File: src/rtl/scan_counter_seg7.sv
`timescale 1ns / 1ps
// -----------------------------------------------------------------------------
// scan_counter_seg7
//
// Multi-digit up/down counter (hex or BCD digits) with a prescaled count tick,
// synchronous load and a terminal-count carry pulse. It drives a single
// time-multiplexed 7-segment bus with one active-low anode select per digit.
//
// Parameters
//   DIGITS    number of 4-bit digits, count width W = 4*DIGITS (1..8)
//   BCD       0 = hex digits 0..F, 1 = decimal digits 0..9
//   PRESCALE  enabled clocks per count tick (>=1)
//   SCAN_DIV  clocks each digit stays on the display (>=1)
//
// Ports
//   clk        in   clock, rising edge
//   rst        in   asynchronous reset, active-high
//   enable     in   1 = prescaler runs and count ticks, 0 = hold
//   upDown     in   1 = count up, 0 = count down (sampled on ticks)
//   load       in   synchronous load strobe (wins over a tick)
//   loadValue  in   W-bit value taken on load
//   count      out  W-bit current count, digit 0 in [3:0]
//   carry      out  one-cycle pulse after a wrapping tick
//   seg7       out  active-low segments {a,b,c,d,e,f,g}
//   an         out  active-low digit selects, one-hot-low
// -----------------------------------------------------------------------------
module scan_counter_seg7 #(
    parameter int DIGITS   = 4,
    parameter int BCD      = 0,
    parameter int PRESCALE = 1,
    parameter int SCAN_DIV = 1024
) (
    input  logic                  clk,
    input  logic                  rst,
    input  logic                  enable,
    input  logic                  upDown,
    input  logic                  load,
    input  logic [4*DIGITS-1:0]   loadValue,
    output logic [4*DIGITS-1:0]   count,
    output logic                  carry,
    output logic [6:0]            seg7,
    output logic [DIGITS-1:0]     an
);

    localparam int W  = 4 * DIGITS;
    localparam int PW = (PRESCALE > 1) ? $clog2(PRESCALE) : 1;
    localparam int SW = (SCAN_DIV > 1) ? $clog2(SCAN_DIV) : 1;
    localparam int IW = (DIGITS > 1)   ? $clog2(DIGITS)   : 1;

    localparam logic [3:0]        DIGIT_MAX  = (BCD != 0) ? 4'd9 : 4'd15;
    localparam logic [PW-1:0]     PRE_LAST   = PW'(PRESCALE - 1);
    localparam logic [SW-1:0]     SCAN_LAST  = SW'(SCAN_DIV - 1);
    localparam logic [IW-1:0]     INDEX_LAST = IW'(DIGITS - 1);
    localparam logic [DIGITS-1:0] AN_RESET   = ~(DIGITS'(1));
    localparam logic [6:0]        SEG_ZERO   = 7'b0000001;

    // Counter state
    logic [W-1:0]  count_reg;
    logic [PW-1:0] presc_reg;
    logic          carry_reg;

    // Scan / display state
    logic [SW-1:0]     scan_timer_reg;
    logic [IW-1:0]     scan_index_reg;
    logic [6:0]        seg7_reg;
    logic [DIGITS-1:0] an_reg;

    // Combinational helpers
    logic              tick;
    logic [W-1:0]      load_fixed;
    logic [W-1:0]      count_stepped;
    logic              wrap;
    logic [3:0]        digit_vals [DIGITS];
    logic [3:0]        cur_digit;
    logic [DIGITS-1:0] an_next;

    // Active-low 7-segment decode, bit 6 = segment a.
    function automatic logic [6:0] seg_decode(input logic [3:0] v);
        logic [6:0] s;
        case (v)
            4'h0: s = 7'b0000001;
            4'h1: s = 7'b1001111;
            4'h2: s = 7'b0010010;
            4'h3: s = 7'b0000110;
            4'h4: s = 7'b1001100;
            4'h5: s = 7'b0100100;
            4'h6: s = 7'b0100000;
            4'h7: s = 7'b0001111;
            4'h8: s = 7'b0000000;
            4'h9: s = 7'b0000100;
            4'hA: s = 7'b0001000;
            4'hB: s = 7'b1100000;
            4'hC: s = 7'b0110001;
            4'hD: s = 7'b1000010;
            4'hE: s = 7'b0110000;
            default: s = 7'b0111000;
        endcase
        return s;
    endfunction

    assign tick = enable && (presc_reg == PRE_LAST);

    // Per-digit slices: load clamping (BCD digits above 9 saturate to 9),
    // digit extraction for the display mux and the anode pattern.
    genvar gi;
    generate
        for (gi = 0; gi < DIGITS; gi++) begin : g_digit
            logic [3:0] ld_digit;
            assign ld_digit                = loadValue[4*gi +: 4];
            assign load_fixed[4*gi +: 4]   = ((BCD != 0) && (ld_digit > 4'd9)) ? 4'd9 : ld_digit;
            assign digit_vals[gi]          = count_reg[4*gi +: 4];
            assign an_next[gi]             = (scan_index_reg != IW'(gi));
        end
    endgenerate

    // Ripple carry/borrow through the digits. A digit only changes while the
    // ripple is still live; the ripple survives a digit that sits at its
    // wrap point (max going up, 0 going down). What leaves the top digit is
    // the terminal-count wrap.
    always_comb begin
        logic       ripple;
        logic       at_edge;
        logic [3:0] d;
        logic [3:0] nd;
        count_stepped = count_reg;
        ripple        = 1'b1;
        at_edge       = 1'b0;
        d             = 4'd0;
        nd            = 4'd0;
        for (int i = 0; i < DIGITS; i++) begin
            d = count_reg[4*i +: 4];
            if (upDown) begin
                at_edge = (d == DIGIT_MAX);
                nd      = at_edge ? 4'd0 : d + 4'd1;
            end else begin
                at_edge = (d == 4'd0);
                nd      = at_edge ? DIGIT_MAX : d - 4'd1;
            end
            if (ripple) begin
                count_stepped[4*i +: 4] = nd;
            end
            ripple = ripple & at_edge;
        end
        wrap = ripple;
    end

    // Counter, prescaler and carry. Load beats tick; carry is only ever high
    // for the single cycle following a wrapping tick.
    always_ff @(posedge clk or posedge rst) begin
        if (rst) begin
            count_reg <= '0;
            presc_reg <= '0;
            carry_reg <= 1'b0;
        end else if (load) begin
            count_reg <= load_fixed;
            presc_reg <= '0;
            carry_reg <= 1'b0;
        end else if (tick) begin
            count_reg <= count_stepped;
            presc_reg <= '0;
            carry_reg <= wrap;
        end else if (enable) begin
            presc_reg <= presc_reg + 1'b1;
            carry_reg <= 1'b0;
        end else begin
            carry_reg <= 1'b0;
        end
    end

    // Scan timer and digit index run on every clock, regardless of enable.
    always_ff @(posedge clk or posedge rst) begin
        if (rst) begin
            scan_timer_reg <= '0;
            scan_index_reg <= '0;
        end else if (scan_timer_reg == SCAN_LAST) begin
            scan_timer_reg <= '0;
            scan_index_reg <= (scan_index_reg == INDEX_LAST) ? '0 : scan_index_reg + 1'b1;
        end else begin
            scan_timer_reg <= scan_timer_reg + 1'b1;
        end
    end

    // Compare-based mux keeps the index width independent of the array size.
    always_comb begin
        cur_digit = 4'd0;
        for (int i = 0; i < DIGITS; i++) begin
            if (scan_index_reg == IW'(i)) begin
                cur_digit = digit_vals[i];
            end
        end
    end

    // Display outputs are registered from the current index and count.
    always_ff @(posedge clk or posedge rst) begin
        if (rst) begin
            seg7_reg <= SEG_ZERO;
            an_reg   <= AN_RESET;
        end else begin
            seg7_reg <= seg_decode(cur_digit);
            an_reg   <= an_next;
        end
    end

    assign count = count_reg;
    assign carry = carry_reg;
    assign seg7  = seg7_reg;
    assign an    = an_reg;

endmodule

File: config.mk
export PLATFORM = sky130hd
export DESIGN_NAME = scan_counter_seg7
export DESIGN_NICKNAME = d
export VERILOG_FILES = /design/src/rtl/scan_counter_seg7.sv
export SDC_FILE = /design/constraint.sdc
export NUM_CORES = 1
export LEC_CHECK = 0
export ABC_AREA = 0
export CORE_ASPECT_RATIO = 1.5
export CORE_MARGIN = 2
export CORE_UTILIZATION = 35
export DETAILED_ROUTE_END_ITERATION = 7
export HOLD_SLACK_MARGIN = 0.12
export SETUP_SLACK_MARGIN = 0.3
export SLEW_MARGIN = 20
export SYNTH_ARGS = -nofsm -noshare
export SYNTH_HDL_FRONTEND = slang
export SYNTH_SLANG_ARGS = --single-unit
File: constraint.sdc
create_clock -name clk -period 5.5 [get_ports clk]
set_input_delay 0.55 -clock clk [delete_from_list [all_inputs] [get_ports clk]]
set_output_delay 0.55 -clock clk [all_outputs]
set_load 0.01 [all_outputs]
Word-level counts from Yosys, hierarchy flattened --
Memory sizes are Yosys's and may differ from the RTL's. A register that Yosys moved wholly into a read port is not among the register bits. Index checks and enable logic that the tools add are counted.
Operators by class: bitwise logic cells 4, muxes and demuxes 32, eq/ne operators 11, reductions and logical operators 15, add/sub/neg operators 11
Operators with widths (number):
- two-way mux 4 bit | 19
- two-way mux 16 bit | 2
- adder 4 x 1 -> 4 bit (second input constant) | 4
- equality test 4 bit (second input constant) | 4
- logical NOT 4 bit | 4
- subtractor 4 x 1 -> 4 bit (second input constant) | 4
- adder 10 x 1 -> 10 bit (second input constant) | 1
- equality test 10 bit (second input constant) | 1
- two-way mux 10 bit | 1
- nonzero test 2 bit | 5
- two-way mux 1 bit | 9
- AND reduction 2 bit | 3
- equality test 2 bit (second input constant) | 2
- inequality test 2 bit (second input constant) | 2
- AND 1 bit | 3
- nonzero test 3 bit | 1
- adder 2 x 1 -> 2 bit (second input constant) | 1
- equality test 2 x 1 -> 1 bit (second input constant) | 1
- logical NOT 2 bit | 1
- two-way mux 2 bit | 1
- inequality test 2 x 1 -> 1 bit (second input constant) | 1
- adder 1 bit (second input constant) | 1
- logical AND 1 bit | 1
- NOT 1 bit | 1
Word-level totals: memories 1, memory bits (read-only) 112, input bits 21, register bits 34, output and inout port bits 28
Memories:
- (no name shown) | words 16, width 7, rd ports 1, clocked after memory_dff 1, wr ports 0, RTL line 80 | case (v)

Logic depth before layout (Yosys ltp) --
depth after elaboration 7, gate-level depth with buffers 9, depth with buffers taken out 9

Worst setup path after synthesis --
OpenSTA, ideal clock, no wires.
kind flip-flop to flip-flop, start point register count_reg[4], in the netlist count[4], end point register count_reg[15], in the netlist count[15], buffers on the path 1, cell stages (with the launch flop) 9, data arrival time 2335 ps, slack 3041 ps, setup time 125 ps, cell sequence dfrtp_1 -> clkbuf_1 -> inv_1 -> ha_1 -> or4b_4 -> a221oi_4 -> nand2_2 -> mux2_1 -> mux2_2
Between the ends: cells in the longest elaborated chain, start to end 6, elaborated cells on any way between the ends 7, those cells by class eq/ne: 1; mux: 1; bitwise: 2; reduce/logical: 3
RTL lines:
- start: declaration | RTL line 58 | logic [W-1:0] count_reg;
- start signal: assignment | RTL line 155 | count_reg <= load_fixed;
- start signal: assignment | RTL line 159 | count_reg <= count_stepped;
- equality test 4 bit / logical NOT 4 bit (equally long branches) | RTL line 133, 136
- two-way mux 1 bit * | RTL line 132 | if (upDown) begin
- AND 1 bit * (2 in a row) | RTL line 142 | ripple = ripple & at_edge;
- nonzero test 2 bit (no source line) *
- AND reduction 2 bit (no source line) *
Mark *: on every way between the ends. The rest lies on a longest branch, timed or not. A chain may end at the register's enable or synchronous reset.

Worst setup path after layout --
start point input upDown, end point register count_reg[15], in the netlist count[15]
Between the ends: cells in the longest elaborated chain, start to end 5, elaborated cells on any way between the ends 11, those cells by class mux: 7; bitwise: 2; reduce/logical: 2
RTL lines:
- start: declaration | RTL line 36 | input logic upDown,
- two-way mux 1 bit | RTL line 132
- AND 1 bit (2 in a row) | RTL line 142
- nonzero test 2 bit (no source line)
- AND reduction 2 bit (no source line)
Several ways; a longest one is shown, not always the timed one. The select of a mux whose other input is x is not followed.

==> results.json <==
{
  "clk_latency_ns": 0.28,
  "drc": 0,
  "areaGrowthSynthToFinish_pct": 27.1,
  "holdPathStages": 1,
  "ctsHoldBuffers": 0,
  "tightest_slew_ns": 0.709,
  "min_period_over_period_pct": 48.4,
  "wl_per_cell_um": 13.6,
  "io-pin-count": 49,
  "synth-edff-count": 0,
  "grt_pass1_vias": 2361,
  "tns_ns": 0,
  "final_cell_mix": "clkdlybuf4s50_1 (48), dfrtp_1 (37), nand2_1 (31)",
  "nNetsFinal": 384,
  "clock-sinks": 41,
  "async_flop_share_pct": 100,
  "syn-num-nets": 343,
  "mostFrequentLayoutCell": "clkdlybuf4s50_1",
  "syn_inst": 303,
  "finalSetupViolCount": 0,
  "routabilityCongestion": 0.837,
  "finalPower_uw": 975,
  "ant_nets": 0,
  "cts.path.max_buffers": 2,
  "p_int_uw": 707,
  "relSlewSlack_pct": 52.5,
  "reg2regPathDepth": 7,
  "avgSynthCellArea_um2": 9.00,
  "post-route-min-period_ns": 2.66,
  "ys_types": 51,
  "synthFlopType": "dfrtp_1",
  "grt_overflow": 0,
  "comb_power_share_pct": 23.6,
  "path_clk_slew_ns": 0.06,
  "p_per_area_nw_per_um2": 281,
  "hp-start": "scan_timer_reg[0]$_DFF_PP0_",
  "wl_um": 6090,
  "syn_area_um2": 2730,
  "first_pass_iters": 4,
  "routed-via-count": 2319,
  "largest_reg_flops": 16,
  "hp-class": "register to register",
  "synth_area_leaders": "dfrtp_1 (34%), ha_1 (8.7%), nand2_1 (4.3%)",
  "p_sw_uw": 269,
  "vdd_drop_max_mv": 0.157,
  "dieArea_um2": 8530,
  "viasPerCell": 5.19,
  "root_buffer": "clkbuf_16",
  "crit_start": "upDown",
  "synth_top_cell_by_area": "dfrtp_1",
  "cts_buffers": 5,
  "cts_tree": "built",
  "grt_pass1_wl_um": 10400,
  "sw_frac_of_total_pct": 27.5,
  "clockPowerShare_pct": 39.0,
  "hold_viol_final": 0,
  "end_kind": "register",
  "arrival_ns": 2.83,
  "rows": 39,
  "max_clock_freq_mhz": 376,
  "drv_cap": 0,
  "num_antenna_cells": 0,
  "start_util_pct": 35.8,
  "r2r_start": "count[0]$_DFFE_PP0P_",
  "p_seq_share_pct": 37.4,
  "grt_max_degree": 42,
  "ys_ff_latch": 41,
  "hpwlAfterDp_um": 4430,
  "antenna_found_initial": 0,
  "drt-initial-drc-count": 90,
  "critPathMaxFanout": 27,
  "rsz0062_at_grt": "no",
  "status": "complete, no violations",
  "synth_top_area_share_pct": 34.0,
  "cp.required_ns": 5.67,
  "grt_usage_pct": 14.9,
  "startpoint_type": "input port",
  "slew_violations": 0,
  "yosysSeqAreaShare_pct": 37.8,
  "clock_skew_ns": 0.00759,
  "numPortBuffers": 48,
  "die_y_um": 112,
  "core-area_um2": 7610,
  "worstSetupPathType": "input port to register",
  "layout-drive-gt1-share_pct": 7.83,
  "fill_cells": 757,
  "die_w_um": 76.1,
  "cts_setup_buffers": 0,
  "p_leak_uw": 0.00150,
  "cts_max_level": 2,
  "ys_warn_count": 0,
  "post_cts_resized": 0
}
-- worst paths after layout --
check,end,slack [ns]
worst max register to register,count[15]$_DFFE_PP0P_,2.91
min in group asynchronous,count[2]$_DFFE_PP0P_,0.70
worst max-delay path,count[15]$_DFFE_PP0P_,2.84
worst min-delay path,scan_timer_reg[0]$_DFF_PP0_,0.48
worst min register to register,scan_timer_reg[0]$_DFF_PP0_,0.48
max in group asynchronous,an[2]$_DFF_PP1_,4.42
-- metal layers --
layer	vias up	GRT usage (%)	wire, um
met5	-	0	0
li1	1155	-	-
met3	17	1.85	142
met4	0	8.00	183
met2	43	27.7	3210
met1	1104	16.3	2550
-- cell type report --
cell class | instances | area [um^2] | share of cell area [%]
Tap cell | 102 | 128 | 3.68
Clock inverter | 3 | 65.1 | 1.88
Sequential cell | 41 | 1030 | 29.7
Inverter | 27 | 101 | 2.92
Clock buffer | 5 | 125 | 3.61
Multi-Input combinational cell | 218 | 1510 | 43.6
Timing Repair Buffer | 51 | 503 | 14.5
-- power by group through the flow --
| stage | registers [uW] | clock network (uW) | logic [uW] |
|---|---|---|---|
| 2_1_floorplan | 363 | 0 | 144 |
| 3_3_place_gp | 370 | 0 | 228 |
| 3_5_place_dp | 370 | 0 | 231 |
| 4_1_cts | 364 | 388 | 233 |
| 5_1_grt | 370 | 396 | 256 |
| 6_report | 365 | 380 | 231 |
-- cell usage after synthesis, types with 2 or more instances --
master and instances:
a211oi_1 4, a21oi_1 17, a221oi_1 2, a31oi_1 8
a32o_1 2, and4_1 2, buf_1 2, buf_2 5
clkbuf_1 8, dfrtp_1 37, dfstp_2 4, ha_1 19
inv_1 27, mux2_2 5, mux2i_1 9, nand2_1 31
nand2b_1 3, nand3_1 11, nand3b_1 2, nand4_1 3
nor2_1 18, nor2b_1 2, nor3_1 5, nor3b_1 3
o21ai_0 20, o21bai_1 3, o22ai_1 4, o311ai_0 4
o31ai_1 4, or3_1 2, or4_1 2, or4b_4 2
xnor2_1 9, xor2_1 7
-- through the flow --
step / instances / area (um^2) / setup WS [ns] / util (%) / hold WS [ns]
2_1_floorplan: 303 / 2730 / 3.04 / - / 0.439
3_3_place_gp: 439 / 3280 / 2.54 / 43.0 / 0.460
3_5_place_dp: 439 / 3280 / 2.52 / 43.0 / 0.475
4_1_cts: 447 / 3470 / 2.83 / 45.5 / 0.483
5_1_grt: 447 / 3470 / 2.73 / 45.5 / 0.504
6_report: 447 / 3470 / 2.84 / 45.5 / 0.480
-- cells by family after synthesis --
kind of cell             synth area share, %
XOR/XNOR                                5.14
adder cells (fa/ha/maj)                 8.72
buffers and inverters                   6.70
flip-flops                              37.8
AO/OA/AOI/OAI                           19.0
AND/OR/NAND/NOR                         16.9
multiplexers                            5.78
-- critical path, cell delays in order --
cell and delay (ns):
clkdlybuf4s50_1 0.39, buf_4 0.23, or4b_4 0.53, a221oi_4 0.47
nand2_2 0.09, mux2_1 0.31, mux2_2 0.25
Note: power is estimated with default switching activity, not from simulation.
